===== config.mk =====
export PLATFORM = sky130hd
export DESIGN_NAME = mul_div_unit
export DESIGN_NICKNAME = d
export VERILOG_FILES = /design/src/rtl/cpu_types_pkg.sv /design/src/rtl/mdu_signfix.sv /design/src/rtl/mul_div_unit.sv
export SDC_FILE = /design/constraint.sdc
export NUM_CORES = 1
export LEC_CHECK = 0
export CAP_MARGIN = 30
export CELL_PAD_IN_SITES_DETAIL_PLACEMENT = 1
export CELL_PAD_IN_SITES_GLOBAL_PLACEMENT = 1
export CORE_UTILIZATION = 47
export CTS_CLUSTER_DIAMETER = 30
export CTS_CLUSTER_SIZE = 24
export DETAILED_ROUTE_END_ITERATION = 12
export PLACE_DENSITY = 0.88
export SLEW_MARGIN = 25
export SYNTH_ARGS = -nofsm -noshare
export SYNTH_HDL_FRONTEND = slang
export SYNTH_SLANG_ARGS = --single-unit

===== constraint.sdc =====
create_clock -name CLK -period 5.9 [get_ports CLK]
set_clock_uncertainty 0.15 [all_clocks]
set_input_delay 0.59 -clock CLK [delete_from_list [all_inputs] [get_ports CLK]]
set_output_delay 0.59 -clock CLK [all_outputs]
set_load 0.01 [all_outputs]

===== src/rtl/cpu_types_pkg.sv =====
// rtl/cpu_types_pkg.sv - shared CPU type definitions
// Purpose: ALU and multiply/divide operation encodings, MDU state
// encoding and the iteration count of the multi-cycle MDU.
package cpu_types_pkg;

  typedef enum logic [3:0] {
    ALU_ADD,
    ALU_SUB,
    ALU_AND,
    ALU_OR,
    ALU_XOR,
    ALU_NOR,
    ALU_SLT,
    ALU_SLTU,
    ALU_SLL,
    ALU_SRL,
    ALU_SRA,
    ALU_LUI
  } aluop_t;

  typedef enum logic [1:0] {
    MDU_MULT,
    MDU_MULTU,
    MDU_DIV,
    MDU_DIVU
  } mduop_t;

  typedef enum logic [1:0] {
    ST_IDLE,
    ST_RUN,
    ST_FIX
  } mdu_state_t;

  // One shift-add or subtract-shift step per bit of operand.
  localparam int MDU_STEPS = 32;

endpackage


===== src/rtl/mdu_signfix.sv =====
// rtl/mdu_signfix.sv - sign correction of raw MDU magnitude results
// Purpose: turn the unsigned magnitude result left in the iteration
// register into the final HI/LO words.
// Ports:
//   is_div  - result came from a divide (else multiply)
//   neg_q   - product / quotient must be negated
//   neg_r   - remainder must be negated (takes dividend sign)
//   dbz     - divide by zero; quotient forced to all ones
//   acc     - raw result: {product} or {remainder, quotient}
//   hi, lo  - corrected HI and LO words
module mdu_signfix (
  input  logic        is_div,
  input  logic        neg_q,
  input  logic        neg_r,
  input  logic        dbz,
  input  logic [63:0] acc,
  output logic [31:0] hi,
  output logic [31:0] lo
);

  always_comb begin
    hi = acc[63:32];
    lo = acc[31:0];
    if (is_div) begin
      // With a zero divisor the remainder magnitude equals |dividend|;
      // restoring the dividend sign reproduces the dividend exactly.
      lo = dbz ? 32'hFFFF_FFFF : (neg_q ? 32'd0 - acc[31:0] : acc[31:0]);
      hi = neg_r ? 32'd0 - acc[63:32] : acc[63:32];
    end else if (neg_q) begin
      {hi, lo} = 64'd0 - acc;
    end
  end

endmodule


===== src/rtl/mul_div_unit.sv =====
// rtl/mul_div_unit.sv - iterative 32-bit multiply / divide unit
// Purpose: fixed-latency MULT/MULTU/DIV/DIVU; one step per cycle over
// 32 RUN cycles, sign correction in FIX, HI/LO written at the end.
// Ports:
//   CLK, RST      - clock, synchronous active-high reset
//   start, mduop  - request and operation, sampled when idle
//   Port_A/Port_B - multiplicand/dividend, multiplier/divisor
//   flush         - abort the operation in flight
//   busy, done    - in flight / one-cycle completion pulse
//   hi, lo        - HI and LO result registers
//   div_by_zero   - divide with zero divisor, valid with done
module mul_div_unit
  import cpu_types_pkg::*;
(
  input  logic        CLK,
  input  logic        RST,
  input  logic        start,
  input  mduop_t      mduop,
  input  logic [31:0] Port_A,
  input  logic [31:0] Port_B,
  input  logic        flush,
  output logic        busy,
  output logic        done,
  output logic [31:0] hi,
  output logic [31:0] lo,
  output logic        div_by_zero
);

  localparam logic [4:0] STEP_LAST = 5'(MDU_STEPS - 1);

  mdu_state_t  state;
  logic [4:0]  cnt;
  logic        is_div, neg_q, neg_r, dbz_q;
  logic [31:0] mcand;   // multiplicand or divisor magnitude
  logic [63:0] acc;     // {upper, multiplier} or {remainder, quotient}

  logic        op_is_div, signed_op, a_neg, b_neg;
  logic [31:0] a_mag, b_mag;
  logic [32:0] add_sum, shifted;
  logic [31:0] diff;
  logic        ge;
  logic [63:0] step_next;
  logic [31:0] fix_hi, fix_lo;

  always_comb begin
    op_is_div = (mduop == MDU_DIV) || (mduop == MDU_DIVU);
    signed_op = (mduop == MDU_MULT) || (mduop == MDU_DIV);
    a_neg     = signed_op && Port_A[31];
    b_neg     = signed_op && Port_B[31];
    a_mag     = a_neg ? 32'd0 - Port_A : Port_A;
    b_mag     = b_neg ? 32'd0 - Port_B : Port_B;
  end

  always_comb begin
    add_sum = {1'b0, acc[63:32]} + {1'b0, mcand};
    shifted = {acc[63:32], acc[31]};
    ge      = shifted >= {1'b0, mcand};
    // Remainder stays below the divisor, so when ge holds the true
    // difference fits in 32 bits.
    diff    = shifted[31:0] - mcand;
    if (is_div) begin
      step_next = ge ? {diff, acc[30:0], 1'b1} : {shifted[31:0], acc[30:0], 1'b0};
    end else begin
      step_next = acc[0] ? {add_sum, acc[31:1]} : {1'b0, acc[63:1]};
    end
  end

  mdu_signfix u_signfix (
    .is_div (is_div),
    .neg_q  (neg_q),
    .neg_r  (neg_r),
    .dbz    (dbz_q),
    .acc    (acc),
    .hi     (fix_hi),
    .lo     (fix_lo)
  );

  always_ff @(posedge CLK) begin
    if (RST) begin
      state       <= ST_IDLE;
      cnt         <= 5'd0;
      busy        <= 1'b0;
      done        <= 1'b0;
      hi          <= 32'd0;
      lo          <= 32'd0;
      div_by_zero <= 1'b0;
      is_div      <= 1'b0;
      neg_q       <= 1'b0;
      neg_r       <= 1'b0;
      dbz_q       <= 1'b0;
      mcand       <= 32'd0;
      acc         <= 64'd0;
    end else begin
      done <= 1'b0;
      case (state)
        ST_IDLE: begin
          if (start && !flush) begin
            state  <= ST_RUN;
            busy   <= 1'b1;
            cnt    <= 5'd0;
            is_div <= op_is_div;
            neg_q  <= a_neg ^ b_neg;
            neg_r  <= a_neg;
            dbz_q  <= op_is_div && (Port_B == 32'd0);
            mcand  <= op_is_div ? b_mag : a_mag;
            acc    <= {32'd0, op_is_div ? a_mag : b_mag};
          end
        end
        ST_RUN: begin
          if (flush) begin
            state <= ST_IDLE;
            busy  <= 1'b0;
          end else begin
            acc <= step_next;
            cnt <= cnt + 5'd1;
            if (cnt == STEP_LAST) state <= ST_FIX;
          end
        end
        ST_FIX: begin
          state <= ST_IDLE;
          busy  <= 1'b0;
          if (!flush) begin
            hi          <= fix_hi;
            lo          <= fix_lo;
            div_by_zero <= dbz_q;
            done        <= 1'b1;
          end
        end
        default: begin
          state <= ST_IDLE;
          busy  <= 1'b0;
        end
      endcase
    end
  end

endmodule


==> impl_metrics.ini <==
[status]
outcome = finished clean

[worst_setup_path]
regToRegSetupSlack_ns = 1.90
r2r_start = acc[39]
slowest_delay_ns = 0.59
cpLargestDelayFamily = compound AO/OA/AOI/OAI gates
cp_num_buf_inv = 2
cp.required_ns = 6.06
cp-start-kind = register
path_class = reg -> reg
rr_endpoint = acc[45]
crit_path_max_fanout = 19
endpoint = acc[45]
arrival_ns = 4.17
r2r.worst_path.cells = 11
path_depth = 11
cp_slowest_cell = o21ai_1
end_kind = register
startpoint = acc[39]
path_cells = buf_4 > ha_1 > and4_1 > o21ai_0 > o21ai_1 > a21oi_1 > o21ai_2 > buf_4 > mux2_2 > a222oi_1 > o21ai_0

[die]
num_rows = 63
ioPinCount = 137
fp.coreArea_um2 = 29800
fp.dieH_um = 176
die_area_um2 = 31100
initial_core_util_pct = 48.0
die_w_um = 176

[pwr]
ir_drop_v = 0.000205
p_leak_nw = 6.23
p_total_w = 0.00330
p_per_area_nw_per_um2 = 202

[cells_and_area]
nets = 2136
area_delta_synth_final_pct = 14.3
layout-drive-gt1-share_pct = 4.83
fillers = 3744
layoutNonFillerInstCount = 2398
final_area_um2 = 16400

[sta]
timing.fmax_mhz = 250
fin_hold_ws_ns = 0.302
worst_pin_slew_ns = 0.965
rsz0062_at_grt = no
maxSlewHeadroom_pct = 35.7
period_share_pct = 67.9
final_max_slew_viol_count = 0
setup_tns_ns = 0
min_period_ns = 4.00
setup_viol = 0
finalHoldViolations = 0

[global_routing]
grt_pass1_vias = 15240
grt_overflow = 0
grt_pass1_wl_um = 85900
grt_use_total_pct = 35.2
antenna_found_initial = 0
grt_max_degree = 81

[routing]
num_vias = 15478
route.detailed.drc = 0
wirelength_um = 55700
routedWlPerCell_um = 23.2
initialDrtViolationCount = 1356
ant_nets = 0
dr.pass1.iters = 5
vias_per_cell = 6.45

[clock_tree]
clock_sinks = 174
cts_tree = yes
cts_max_level = 4
cts_setup_buffers = 0
clk_latency_ns = 0.46
post_cts_resized = 0
clk_pin_slew_ns = 0.08
ctsHoldBuffers = 0
cts-root-buf = clkbuf_16
cts_buffers = 17
clockBufferDepth = 2

[synth]
syn_area_um2 = 14300
yosysMostFrequentCell = nand2_1
syn_nets = 2097
yosys-top-cells-area = dfxtp_1 (24%), a21oi_1 (7.4%), nand2_1 (6.2%)
synth-edff-count = 0
synth_seq_cells = 174
async_reset_ff_share_pct = 0
synthTopCellsByCount = nand2_1 (237), a21oi_1 (213), dfxtp_1 (174)
netlist.top_cell.by_area = dfxtp_1
seq_area_frac_synth_pct = 24.3
post_synth_num_cell_types = 77
postSynthAreaPerCell_um2 = 7.32
synth_top_cell_area_share_pct = 24.3
synthCells = 1955
yosys_warnings = 0
yosys_most_used_dff = dfxtp_1

[run]
drv_cap = 0

[min_path]
hold_class = reg -> reg

[placed_design]
io_buffers = 136
post_dp_cell_area_um2 = 15800
dp.cells = 2365
gp_congestion = 0.948
post-dp-hpwl_um = 41800
-- power breakdown --
part           internal, W  switching (W)
registers          0.00121      0.0000758
logic             0.000321       0.000552
clock network     0.000563       0.000578
-- state kept, by name (all words and copies together), names as in the netlist --
signal and flops:
acc 64, div_by_zero 1, dbz_q 1, mcand 32, hi 32, is_div 1
lo 32, cnt 5, neg_q 1, state 2, neg_r 1, done 1
busy 1
-- how the worst min path moves through the flow --
| stage | startpoint | end | depth (start not counted) |
|---|---|---|---|
| floorplan | cnt[4] | cnt[4] | 2 |
| global placement | hi[8] | hi[8] | 2 |
| detailed placement | hi[13] | hi[13] | 2 |
| CTS | hi[7] | hi[7] | 2 |
| global route | hi[13] | hi[13] | 2 |
| finish | hi[13] | hi[13] | 2 |
-- kinds of logic after synthesis --
group | share of synthesized area (%)
muxes | 4.96
adders and majority gates | 6.40
and+or+nand+nor | 21.1
DFF | 24.3
xor gates and xnor gates | 9.92
buffers and inverters | 5.56
AOI/OAI and AO/OA | 27.7
-- through the flow --
step | util, % | setup WS (ns)
final | 54.9 | 1.90
after global placement | 52.9 | 2.01
after detailed placement | 53.0 | 1.90
after floorplan | - | 2.94
after global routing | 54.9 | 1.72
after CTS | 54.9 | 1.98
-- layout by cell type (no fill, tap or decap), types with 14 or more instances in the layout --
master / instances
o211ai_1: 39
o21a_1: 14
nor2_1: 166
a21oi_1: 212
a211oi_1: 49
a21o_1: 21
clkbuf_16: 17
o41ai_1: 14
clkdlybuf4s50_1: 134
nand2b_1: 18
xor2_1: 74
inv_1: 66
nand3_1: 37
mux2i_1: 63
nand2_1: 237
nor4_1: 17
a31oi_1: 29
buf_4: 20
nor2b_1: 15
nor3_1: 58
a22o_1: 15
o21ai_0: 130
ha_1: 70
o31ai_1: 23
xnor2_1: 88
dfxtp_1: 172
-- worst reg2reg max path, cell delays in order (launching register included) --
cell and delay, ns:
dfxtp_1 0.30, buf_4 0.18, ha_1 0.43, and4_1 0.26, o21ai_0 0.09, o21ai_1 0.59, a21oi_1 0.25, o21ai_2 0.52
buf_4 0.38, mux2_2 0.38, a222oi_1 0.20, o21ai_0 0.13
-- routing by layer --
metal	share of wire, %	track usage (%)	vias to the layer above
met5	0	0	-
met3	7.0	5.25	119
met4	3.8	14.9	0
met1	44	47.9	7556
met2	45	55.3	665
li1	-	-	7138
-- layout make-up --
type / instances / area (um^2) / share of cell area, %
Antenna cell: 1 / 2.50 / 0.0153
Multi-Input combinational cell: 1578 / 10000 / 61.4
Tap cell: 390 / 488 / 2.98
Sequential cell: 174 / 3490 / 21.3
Inverter: 67 / 251 / 1.54
Timing Repair Buffer: 156 / 1500 / 9.18
Clock buffer: 18 / 429 / 2.62
Clock inverter: 14 / 148 / 0.903
No activity file was read; power rests on OpenSTA's default activity.
==> RTL change (config.mk and constraints unchanged) <==
Register the inputs `start`, `mduop`, `Port_A`, `Port_B` and `flush` before use, without a reset. The logic sees them one clock later.
--- a/src/rtl/mul_div_unit.sv
+++ b/src/rtl/mul_div_unit.sv
@@ -28,6 +28,20 @@
 
   localparam logic [4:0] STEP_LAST = 5'(MDU_STEPS - 1);
 
+  logic start_q;
+  mduop_t mduop_q;
+  logic [31:0] Port_A_q;
+  logic [31:0] Port_B_q;
+  logic flush_q;
+
+  always_ff @(posedge CLK) begin
+    start_q  <= start;
+    mduop_q  <= mduop;
+    Port_A_q <= Port_A;
+    Port_B_q <= Port_B;
+    flush_q  <= flush;
+  end
+
   mdu_state_t  state;
   logic [4:0]  cnt;
   logic        is_div, neg_q, neg_r, dbz_q;
@@ -43,12 +57,12 @@
   logic [31:0] fix_hi, fix_lo;
 
   always_comb begin
-    op_is_div = (mduop == MDU_DIV) || (mduop == MDU_DIVU);
-    signed_op = (mduop == MDU_MULT) || (mduop == MDU_DIV);
-    a_neg     = signed_op && Port_A[31];
-    b_neg     = signed_op && Port_B[31];
-    a_mag     = a_neg ? 32'd0 - Port_A : Port_A;
-    b_mag     = b_neg ? 32'd0 - Port_B : Port_B;
+    op_is_div = (mduop_q == MDU_DIV) || (mduop_q == MDU_DIVU);
+    signed_op = (mduop_q == MDU_MULT) || (mduop_q == MDU_DIV);
+    a_neg     = signed_op && Port_A_q[31];
+    b_neg     = signed_op && Port_B_q[31];
+    a_mag     = a_neg ? 32'd0 - Port_A_q : Port_A_q;
+    b_mag     = b_neg ? 32'd0 - Port_B_q : Port_B_q;
   end
 
   always_comb begin
@@ -94,20 +108,20 @@
       done <= 1'b0;
       case (state)
         ST_IDLE: begin
-          if (start && !flush) begin
+          if (start_q && !flush_q) begin
             state  <= ST_RUN;
             busy   <= 1'b1;
             cnt    <= 5'd0;
             is_div <= op_is_div;
             neg_q  <= a_neg ^ b_neg;
             neg_r  <= a_neg;
-            dbz_q  <= op_is_div && (Port_B == 32'd0);
+            dbz_q  <= op_is_div && (Port_B_q == 32'd0);
             mcand  <= op_is_div ? b_mag : a_mag;
             acc    <= {32'd0, op_is_div ? a_mag : b_mag};
           end
         end
         ST_RUN: begin
-          if (flush) begin
+          if (flush_q) begin
             state <= ST_IDLE;
             busy  <= 1'b0;
           end else begin
@@ -119,7 +133,7 @@
         ST_FIX: begin
           state <= ST_IDLE;
           busy  <= 1'b0;
-          if (!flush) begin
+          if (!flush_q) begin
             hi          <= fix_hi;
             lo          <= fix_lo;
             div_by_zero <= dbz_q;
Behaviour: not the same (Yosys sat finds a counterexample within 4 cycles, from zero or initial values and one cycle with RST high).
==> RTL change against the unedited design <==
  * Routed wire length increased by 9.8%
  * Cell area is 17% higher
  * Area after synthesis rose by 9.7%
  * Sequential cell count grew 68
  * Setup slack worse by 200 ps
  * Global-route usage rose by 0.72 points
  * Clock power increased to 2.6 times the old value
  * Power grew 71%
  * Synthesized cell count increased by 3.3%
  * Largest cell class unchanged
  * Largest power group is now clock
==> RTL change: results (changes against the unedited design) <==
* Hold Crit Class: in -> reg
* Gr usage total at 36.0% (+0.72 points)
* Register area share after synthesis at 30.9% (+6.5 points)
* Clk pin slew, worst setup/hold paths at 50 ps (-30 ps)
* Vias in the first global route at 16600 (+9.2%)
* ANT cells at 0 (-1)
* DRT Wirelength at 61.1 mm (+9.8%)
* Met2 routed WL at 29.4 mm (+17%)
* Post-synthesis cell type count at 75 (-2.6%)
* Detail Placement HPWL at 44.2 mm (+5.6%)
* Synth Net Count at 2161 (+3.1%)
* Commonest cells in the netlist: dfxtp_1 (242), nor2_1 (230), nand2_1 (194), a21oi_1 (191), clkbuf_1 (128)
* CP max FO at 29 (+10)
* First-pass GRT wire length at 95.0 mm (+11%)
* Worst VDD drop at 0.000266 V (+30%)
* Clk_lat worst skew at 590 ps (+130 ps)
* H-tree Lvls at 2 (-2)
* DP Area at 17300 um2 (+9.9%)
* DR iter-0 viols at 1252 (-7.7%)
* Clk buf depth at 3 (+1)
* Total CTS buffers at 52 (+35)
* Outcome: complete, no violations
* Min cycle time layout at 4200 ps (+196 ps)
* Leak at 7.38 nW (+18%)
* Gpl congestion at 0.923 (-2.7%)
* Pre-CTS setup slack at 1830 ps (-72.4 ps)
* Share of cells above drive strength 1 at 7.75% (+2.9 points)
* Pre-Repair DR Iteration Count at 7 (+2)
* Top post-synthesis cells by area: dfxtp_1 (31%), a21oi_1 (6.1%), ha_1 (5.6%)
* CP arrival at 4490 ps (+320 ps)
-- RTL change: per-stage QoR --
step | utilization (%) | hold slack [ps] | std cells | total power, mW
6_report | 58.6 | 286 | 2583 | 5.63
4_1_cts | 58.5 | 250 | 2582 | 5.64
5_1_grt | 58.6 | 282 | 2583 | 5.81
3_3_place_gp | 52.9 | 292 | 2482 | 2.65
2_1_floorplan | - | 295 | 2019 | 2.38
3_5_place_dp | 53.0 | 296 | 2484 | 2.68
-- RTL change: worst paths after layout --
kind | start | endpoint | cells after the start
max | acc[33] | acc[0] | 12
min | RST | cnt[4] | 2
max reg2reg | acc[33] | acc[0] | 12
min reg2reg | hi[18] | hi[18] | 2
-- RTL change: layout make-up --
class / instances / area (um2)
fill: 3954 / 13600
multi-input combinational: 1567 / 10100
sequential: 242 / 4850
timing repair buffer: 166 / 1610
clock buffer: 63 / 1410
tap: 442 / 553
clock inverter: 35 / 383
inverter: 68 / 255
-- RTL change: logic make-up (layout without fill, tap and decap cells) --
group / count (synthesis) / in the layout / synth area share, %
flip-flops: 242 / 242 / 30.9
adder cells (fa/ha/maj): 72 / 72 / 5.84
AO/OA/AOI/OAI: 623 / 623 / 26.1
buffers and inverters: 210 / 332 / 5.05
XOR/XNOR: 175 / 175 / 9.77
AND/OR/NAND/NOR: 638 / 638 / 18.6
multiplexers: 59 / 59 / 3.79
-- RTL change: where the power goes --
group	internal, mW	leakage [nW]	switching, mW
Combinational	0.331	4.54	0.550
Sequential	1.70	1.99	0.105
Clock	1.94	0.852	1.01
Total	3.97	7.38	1.66
-- RTL change: worst max-delay path, stage by stage (launching register included) --
cell,delay (ps)
dfxtp_1,540
ha_1,370
a21oi_1,140
o21ai_0,230
a211o_1,400
o31ai_1,520
o31a_1,330
o221ai_4,360
buf_4,380
nand2_1,150
o21ai_0,120
a221oi_1,290
nor2_1,70
-- RTL change: metal layers --
layer	vias up	track usage (%)
met5	-	0
li1	7421	-
met1	7928	43.5
met2	665	61.2
met4	0	18.2
met3	180	6.15
